$ cat src/rtl/fc1_sched_pkg.sv
// Shared types and helpers for the fc1 timestep scheduler.
package fc1_sched_pkg;

  typedef enum logic [1:0] {
    StIdle,
    StIssue,
    StDrain,
    StDone
  } sched_state_e;

  // Highest number of kernel starts that may be outstanding at once.
  localparam int unsigned MaxOutLimit = 3;

  function automatic bit max_out_legal(input int unsigned max_out);
    return (max_out >= 1) && (max_out <= MaxOutLimit);
  endfunction

  function automatic int unsigned sat_steps(input int unsigned cfg, input int unsigned max_steps);
    return (cfg > max_steps) ? max_steps : cfg;
  endfunction

endpackage

$ cat src/rtl/fc1_sched_perf_cnt.sv
// Saturating counter pair for scheduler performance monitoring.
// Only built when FC1_SCHED_PERF_EN is defined.
`ifdef FC1_SCHED_PERF_EN
module fc1_sched_perf_cnt #(
  parameter int unsigned W = 32
) (
  input  logic         clk,
  input  logic         rst_n,
  input  logic         clr,
  input  logic         inc_a,
  input  logic         inc_b,
  output logic [W-1:0] cnt_a,
  output logic [W-1:0] cnt_b
);

  logic [W-1:0] cnt_a_q, cnt_b_q;

  always_ff @(posedge clk) begin
    if (!rst_n) begin
      cnt_a_q <= '0;
      cnt_b_q <= '0;
    end else if (clr) begin
      cnt_a_q <= '0;
      cnt_b_q <= '0;
    end else begin
      if (inc_a && (cnt_a_q != '1)) cnt_a_q <= cnt_a_q + 1'b1;
      if (inc_b && (cnt_b_q != '1)) cnt_b_q <= cnt_b_q + 1'b1;
    end
  end

  assign cnt_a = cnt_a_q;
  assign cnt_b = cnt_b_q;

endmodule
`endif

$ cat src/rtl/fc1_timestep_sched.sv
// Drives the fc1 MVAU kernel (ap_ctrl_chain) once per SNN timestep of a frame.
// FC1_SCHED_PERF_EN adds perf_cycles / perf_stall counters.
module fc1_timestep_sched
  import fc1_sched_pkg::*;
#(
  parameter int unsigned NUM_STEPS = 8,
  parameter int unsigned STEP_W    = $clog2(NUM_STEPS + 1),
  parameter int unsigned MAX_OUT   = 2
`ifdef FC1_SCHED_PERF_EN
  ,
  parameter int unsigned CYC_W     = 32
`endif
) (
  input  logic              ap_clk,
  input  logic              ap_rst_n,
  input  logic              frame_req,
  output logic              frame_ack,
  input  logic [STEP_W-1:0] steps_cfg,
  input  logic              abort,
  output logic              mvau_ap_start,
  input  logic              mvau_ap_ready,
  input  logic              mvau_ap_done,
  output logic              mvau_ap_continue,
  output logic [STEP_W-1:0] step_idx,
  output logic              step_last,
  output logic              busy,
  output logic              frame_done,
  output logic              frame_aborted
`ifdef FC1_SCHED_PERF_EN
  ,
  output logic [CYC_W-1:0]  perf_cycles,
  output logic [CYC_W-1:0]  perf_stall
`endif
);

  localparam logic [STEP_W:0] MaxOutW = (STEP_W + 1)'(MAX_OUT);

  sched_state_e      state_q, state_d;
  logic [STEP_W-1:0] steps_q, steps_d;
  logic [STEP_W-1:0] iss_q, iss_d;
  logic [STEP_W-1:0] cmp_q, cmp_d;
  logic              start_q, start_d;
  logic              aborted_q, aborted_d;
  logic              hs, done_ok, abort_any;
  logic [STEP_W:0]   in_flight;

  assign hs               = start_q & mvau_ap_ready;
  assign mvau_ap_continue = (state_q == StIssue) || (state_q == StDrain);
  // A done with nothing outstanding cannot belong to any start we issued.
  assign done_ok          = mvau_ap_done & mvau_ap_continue & (cmp_q != iss_q);
  assign abort_any        = abort | aborted_q;

  always_comb begin
    state_d   = state_q;
    steps_d   = steps_q;
    iss_d     = iss_q;
    cmp_d     = cmp_q;
    aborted_d = aborted_q;
    start_d   = 1'b0;
    frame_ack = 1'b0;
    if (hs)      iss_d = iss_q + 1'b1;
    if (done_ok) cmp_d = cmp_q + 1'b1;
    in_flight = {1'b0, iss_d} - {1'b0, cmp_d};

    unique case (state_q)
      StIdle: begin
        frame_ack = frame_req;
        if (frame_req) begin
          steps_d   = STEP_W'(sat_steps(32'(steps_cfg), NUM_STEPS));
          iss_d     = '0;
          cmp_d     = '0;
          aborted_d = 1'b0;
          state_d   = (steps_d == '0) ? StDone : StIssue;
        end
      end
      StIssue: begin
        aborted_d = aborted_q | abort;
        // A pending start is never withdrawn, even by abort.
        if (start_q && !mvau_ap_ready) begin
          start_d = 1'b1;
        end else begin
          start_d = (iss_d < steps_q) && (in_flight < MaxOutW) && !abort_any;
        end
        if ((iss_d == steps_q) || (abort_any && !start_d)) state_d = StDrain;
      end
      StDrain: begin
        if (cmp_d == iss_q) state_d = StDone;
      end
      StDone: begin
        state_d = StIdle;
      end
      default: begin
        state_d = StIdle;
      end
    endcase
  end

  always_ff @(posedge ap_clk) begin
    if (!ap_rst_n) begin
      state_q   <= StIdle;
      steps_q   <= '0;
      iss_q     <= '0;
      cmp_q     <= '0;
      start_q   <= 1'b0;
      aborted_q <= 1'b0;
    end else begin
      state_q   <= state_d;
      steps_q   <= steps_d;
      iss_q     <= iss_d;
      cmp_q     <= cmp_d;
      start_q   <= start_d;
      aborted_q <= aborted_d;
    end
  end

  assign mvau_ap_start = start_q;
  assign step_idx      = iss_q;
  assign step_last     = start_q && (iss_q == (steps_q - 1'b1));
  assign busy          = (state_q != StIdle);
  assign frame_done    = (state_q == StDone);
  assign frame_aborted = (state_q == StDone) && aborted_q;

`ifdef FC1_SCHED_PERF_EN
  fc1_sched_perf_cnt #(
    .W (CYC_W)
  ) u_perf_cnt (
    .clk   (ap_clk),
    .rst_n (ap_rst_n),
    .clr   (frame_ack),
    .inc_a (busy),
    .inc_b (mvau_ap_start & ~mvau_ap_ready),
    .cnt_a (perf_cycles),
    .cnt_b (perf_stall)
  );
`endif

`ifndef SYNTHESIS
  always_ff @(posedge ap_clk) begin
    if (ap_rst_n) begin
      a_max_out_legal: assert (max_out_legal(MAX_OUT));
      a_done_without_start: assert (!(mvau_ap_done && mvau_ap_continue && (cmp_q == iss_q)));
    end
  end
`endif

endmodule

$ cat config.mk
export PLATFORM = sky130hd
export DESIGN_NAME = fc1_timestep_sched
export DESIGN_NICKNAME = d
export VERILOG_FILES = /design/src/rtl/fc1_sched_pkg.sv /design/src/rtl/fc1_sched_perf_cnt.sv /design/src/rtl/fc1_timestep_sched.sv
export SDC_FILE = /design/constraint.sdc
export NUM_CORES = 1
export LEC_CHECK = 0
export BUFFER_PORTS_ARGS = -buffer_cell sky130_fd_sc_hd__buf_4
export CAP_MARGIN = 10
export CELL_PAD_IN_SITES_DETAIL_PLACEMENT = 1
export CELL_PAD_IN_SITES_GLOBAL_PLACEMENT = 2
export CORE_MARGIN = 2
export CORE_UTILIZATION = 37
export CTS_BUF_LIST = sky130_fd_sc_hd__clkbuf_8
export CTS_CLUSTER_SIZE = 8
export DETAILED_ROUTE_END_ITERATION = 8
export GPL_TIMING_DRIVEN = 1
export PLACE_DENSITY_LB_ADDON = 0.3
export SLEW_MARGIN = 20
export SYNTH_ARGS = -nofsm -noshare
export SYNTH_HDL_FRONTEND = slang
export SYNTH_SLANG_ARGS = --single-unit
$ cat constraint.sdc
create_clock -name ap_clk -period 6.09 [get_ports ap_clk]
set_input_delay 0.609 -clock ap_clk [delete_from_list [all_inputs] [get_ports ap_clk]]
set_output_delay 0.609 -clock ap_clk [all_outputs]
set_load 0.005 [all_outputs]
==> metrics <==
status=finished clean; Seq. cell area=320.3 um2; H-tree depth=1; VDD IR-drop max=0.2073 mV; Overflow after GRT=0; Area growth syn-to-layout=16.48%; syn nets=196; drt wl/cell=15.98 um; clock sinks=16; post-synthesis adder-cell area fraction=11.45%; Hold Startpoint=steps_q[3]; register area share after synthesis=22.56%; Rows=22; antenna-violating nets left=0; Avg Synthesized Cell Area=8.209 um2; Final Hold Viols=0; combinational family with the most area after synthesis=compound AO/OA/AOI/OAI gates; first-pass GRT wire length=6.451 mm; ratio of cells with drive above 1 in the final layout=14.06%; die height=65.95 um; top_reg_cell synth=dfxtp_1; Detailed Routing Iterations Pass 1=4; clock latency on the worst-skew pair=0.25 ns; number of global-route vias before repair=1357; initial antenna violation count=0; DR vias/cell=5.446; critical path class=reg2reg; power per cell area=238.3 nW/um2; top-level I/O count=21; CP bufs+invs=1; CP required=6.26 ns; # Post-CTS Setup Buffers=0; Worst Hold Depth=2; root buffer cell=clkbuf_8; RSZ-0062 raised after global routing=false; P_sw=0.0001479 W; n_diodes=0; via count=1307; Worst path max stage delay=0.46 ns; pin count of the biggest net entering global routing=13; Seq pwr share=32.8%; Worst path most repeated cell=ha_1; Hold WC Path Type=reg2reg; TritonCTS clock tree=done; Sw Ratio=37.51%; Gate power share=43.4%; slew margin rel.=61.64%; Netlist cell types=48; fill count=484; cts repair resizes=0; Port Buf Inserts=20; Nets=216; Worst-path clk slew=0.07 ns; final setup TNS=0 ns; full die area=4349 um2; Synth Area in Simple Gates=20.88%; final RePlAce weighted congestion=0.8330; Overall Global Routing Usage=19.19%; Horiz. Die Dim=65.95 um; maximum clock rate=0.3119 GHz; slowest CP cell=a2111oi_0; flop-to-flop setup slack=2.88 ns; Tmin final=3.206 ns; Worst setup SP type=register; Leak Pwr=0.7701 nW; DRC Markers=0; Reg2Reg Capture Point=mvau_ap_start; hold bufs inserted after CTS=0; post-synthesis compound-gate area fraction=21.50%; Synth Area in XOR/XNOR=14.19%; top post-synthesis cells by area=dfxtp_1 23%, ha_1 11%, xnor2_1 5.6%; final setup fails=0; CP arrival=3.38 ns; overall power=0.0003942 W; Ys Warns=0; Min Hold Slack=0.4927 ns; placed wire-length estimate=3.143 mm; Post-synth EDFFs=0; starting density of the core=38.50%; Cell Area, Synth=1420 um2; number of buffers created by CTS=3; kind of cell adding the most delay to the critical path=compound AO/OA/AOI/OAI gates; FF-to-FF Start=state_q[0]; Total Routed Length=3.836 mm; cells after synthesis=173; Synth area leader=dfxtp_1; Worst-Margin Slew=0.5608 ns; path depth of the worst reg2reg path=10; post-synthesis mux area share=2.996%; initial DRC count=28; Synth async-reset ratio=0%; area of the multi-input gates=1008 um2; final worst path period share=52.64%; Internal Power=0.0002463 W; max cap viols=0; total core area=3689 um2; Crit path depth=10; Clock Power Share=23.9%; clk buf depth=2; worst path cell trace=inv_1 -> ha_1 -> and2_1 -> o41a_1 -> mux2i_4 -> xnor2_1 -> ha_1 -> a2111oi_0 -> o2111ai_1 -> o21ai_0; nature of the critical path endpoint=register; flops & latches, synth=16; WHS Endpoint=steps_q[3]; worst clock skew=0.004268 ns; max-slew violations=0; area share of the largest cell type after synthesis=22.56%; Worst Path Max Fanout=8
layer usage:
layer | routed length [um] | GRT usage [%] | part of all wire, % | vias up
met3 | 111 | 2.385 | 2.9 | 7
met4 | 55 | 6.122 | 1.4 | 0
met5 | 0 | 0 | 0 | -
met1 | 1810 | 24.06 | 47 | 617
li1 | - | - | - | 660
met2 | 1860 | 33.96 | 48 | 23
sequential cells by signal, summed over array words and instances (netlist names):
signal,count
mvau_ap_start,1
step_idx,4
cmp_q,4
steps_q,4
state_q,2
aborted_q,1
synth_stat cells (all sizes together) (2+ instances only):
| master | n |
|---|---|
| a211oi | 2 |
| xnor2 | 9 |
| xor2 | 8 |
| a2111oi | 2 |
| o311a | 3 |
| and2 | 4 |
| nor4 | 3 |
| nand3 | 7 |
| mux2i | 3 |
| o2111ai | 2 |
| nor3b | 3 |
| nor2 | 18 |
| o221ai | 2 |
| dfxtp | 16 |
| and3 | 2 |
| a21boi | 2 |
| nor2b | 3 |
| nor3 | 2 |
| a21o | 2 |
| inv | 16 |
| o21ai | 5 |
| nand2 | 9 |
| buf | 4 |
| o211ai | 3 |
| or4 | 2 |
| nand2b | 2 |
| nand4 | 2 |
| a21oi | 9 |
| ha | 13 |
| xnor3 | 2 |
placed cells by master, fill, tap and decap left out, types with 4 or more instances in the layout:
cell / n
buf_4: 20
nor2_1: 18
inv_1: 16
dfxtp_1: 16
ha_1: 13
nand2_1: 9
xnor2_1: 9
a21oi_1: 9
xor2_1: 7
nand3_1: 7
o21ai_0: 5
and2_1: 4
clkbuf_8: 4
power groups by stage:
stage	Clock [W]	Combinational, W	Sequential (W)
floorplan	0	0.000112	0.000128
global placement	0	0.000166	0.000132
detailed placement	0	0.000172	0.000132
CTS	0.0000969	0.000173	0.000129
global route	0.000103	0.000195	0.000131
finish	0.0000941	0.000171	0.000129
kinds of logic after synthesis:
family	after synthesis
compound gates	42
xor+xnor	19
fa+ha+maj	13
buf+inv	21
flops	16
mux	3
simple gates	59
through the flow:
step	instance area [um2]	setup WS [ns]	cells	utilization, %
finish	1654	2.884	240	44.84
global route	1654	2.669	240	44.84
CTS	1654	2.845	240	44.84
detailed placement	1599	2.874	236	43.35
global placement	1599	2.939	236	43.35
floorplan	1420	3.390	173	-
worst reg2reg max path, stage by stage (launching register included):
cell       delay (ns)
dfxtp_1          0.37
inv_1            0.10
ha_1             0.38
and2_1           0.32
o41a_1           0.36
mux2i_4          0.36
xnor2_1          0.15
ha_1             0.24
a2111oi_0        0.46
o2111ai_1        0.18
o21ai_0          0.20
cell type report:
cell class,instances,area share [%]
sequential,16,19.36
multi-input combinational,136,60.97
clock buffer,4,3.328
inverter,16,3.631
tap,48,3.631
timing repair buffer,20,9.077
worst max-delay path by stage:
stage               start             to  slack [ns]
3_3_place_gp   state_q[0]  mvau_ap_start        2.94
6_report       state_q[0]  mvau_ap_start        2.88
4_1_cts        state_q[0]  mvau_ap_start        2.84
5_1_grt        state_q[0]  mvau_ap_start        2.67
3_5_place_dp   state_q[0]  mvau_ap_start        2.87
2_1_floorplan  state_q[1]  mvau_ap_start        3.39
Power figures use the tool's default switching activity.
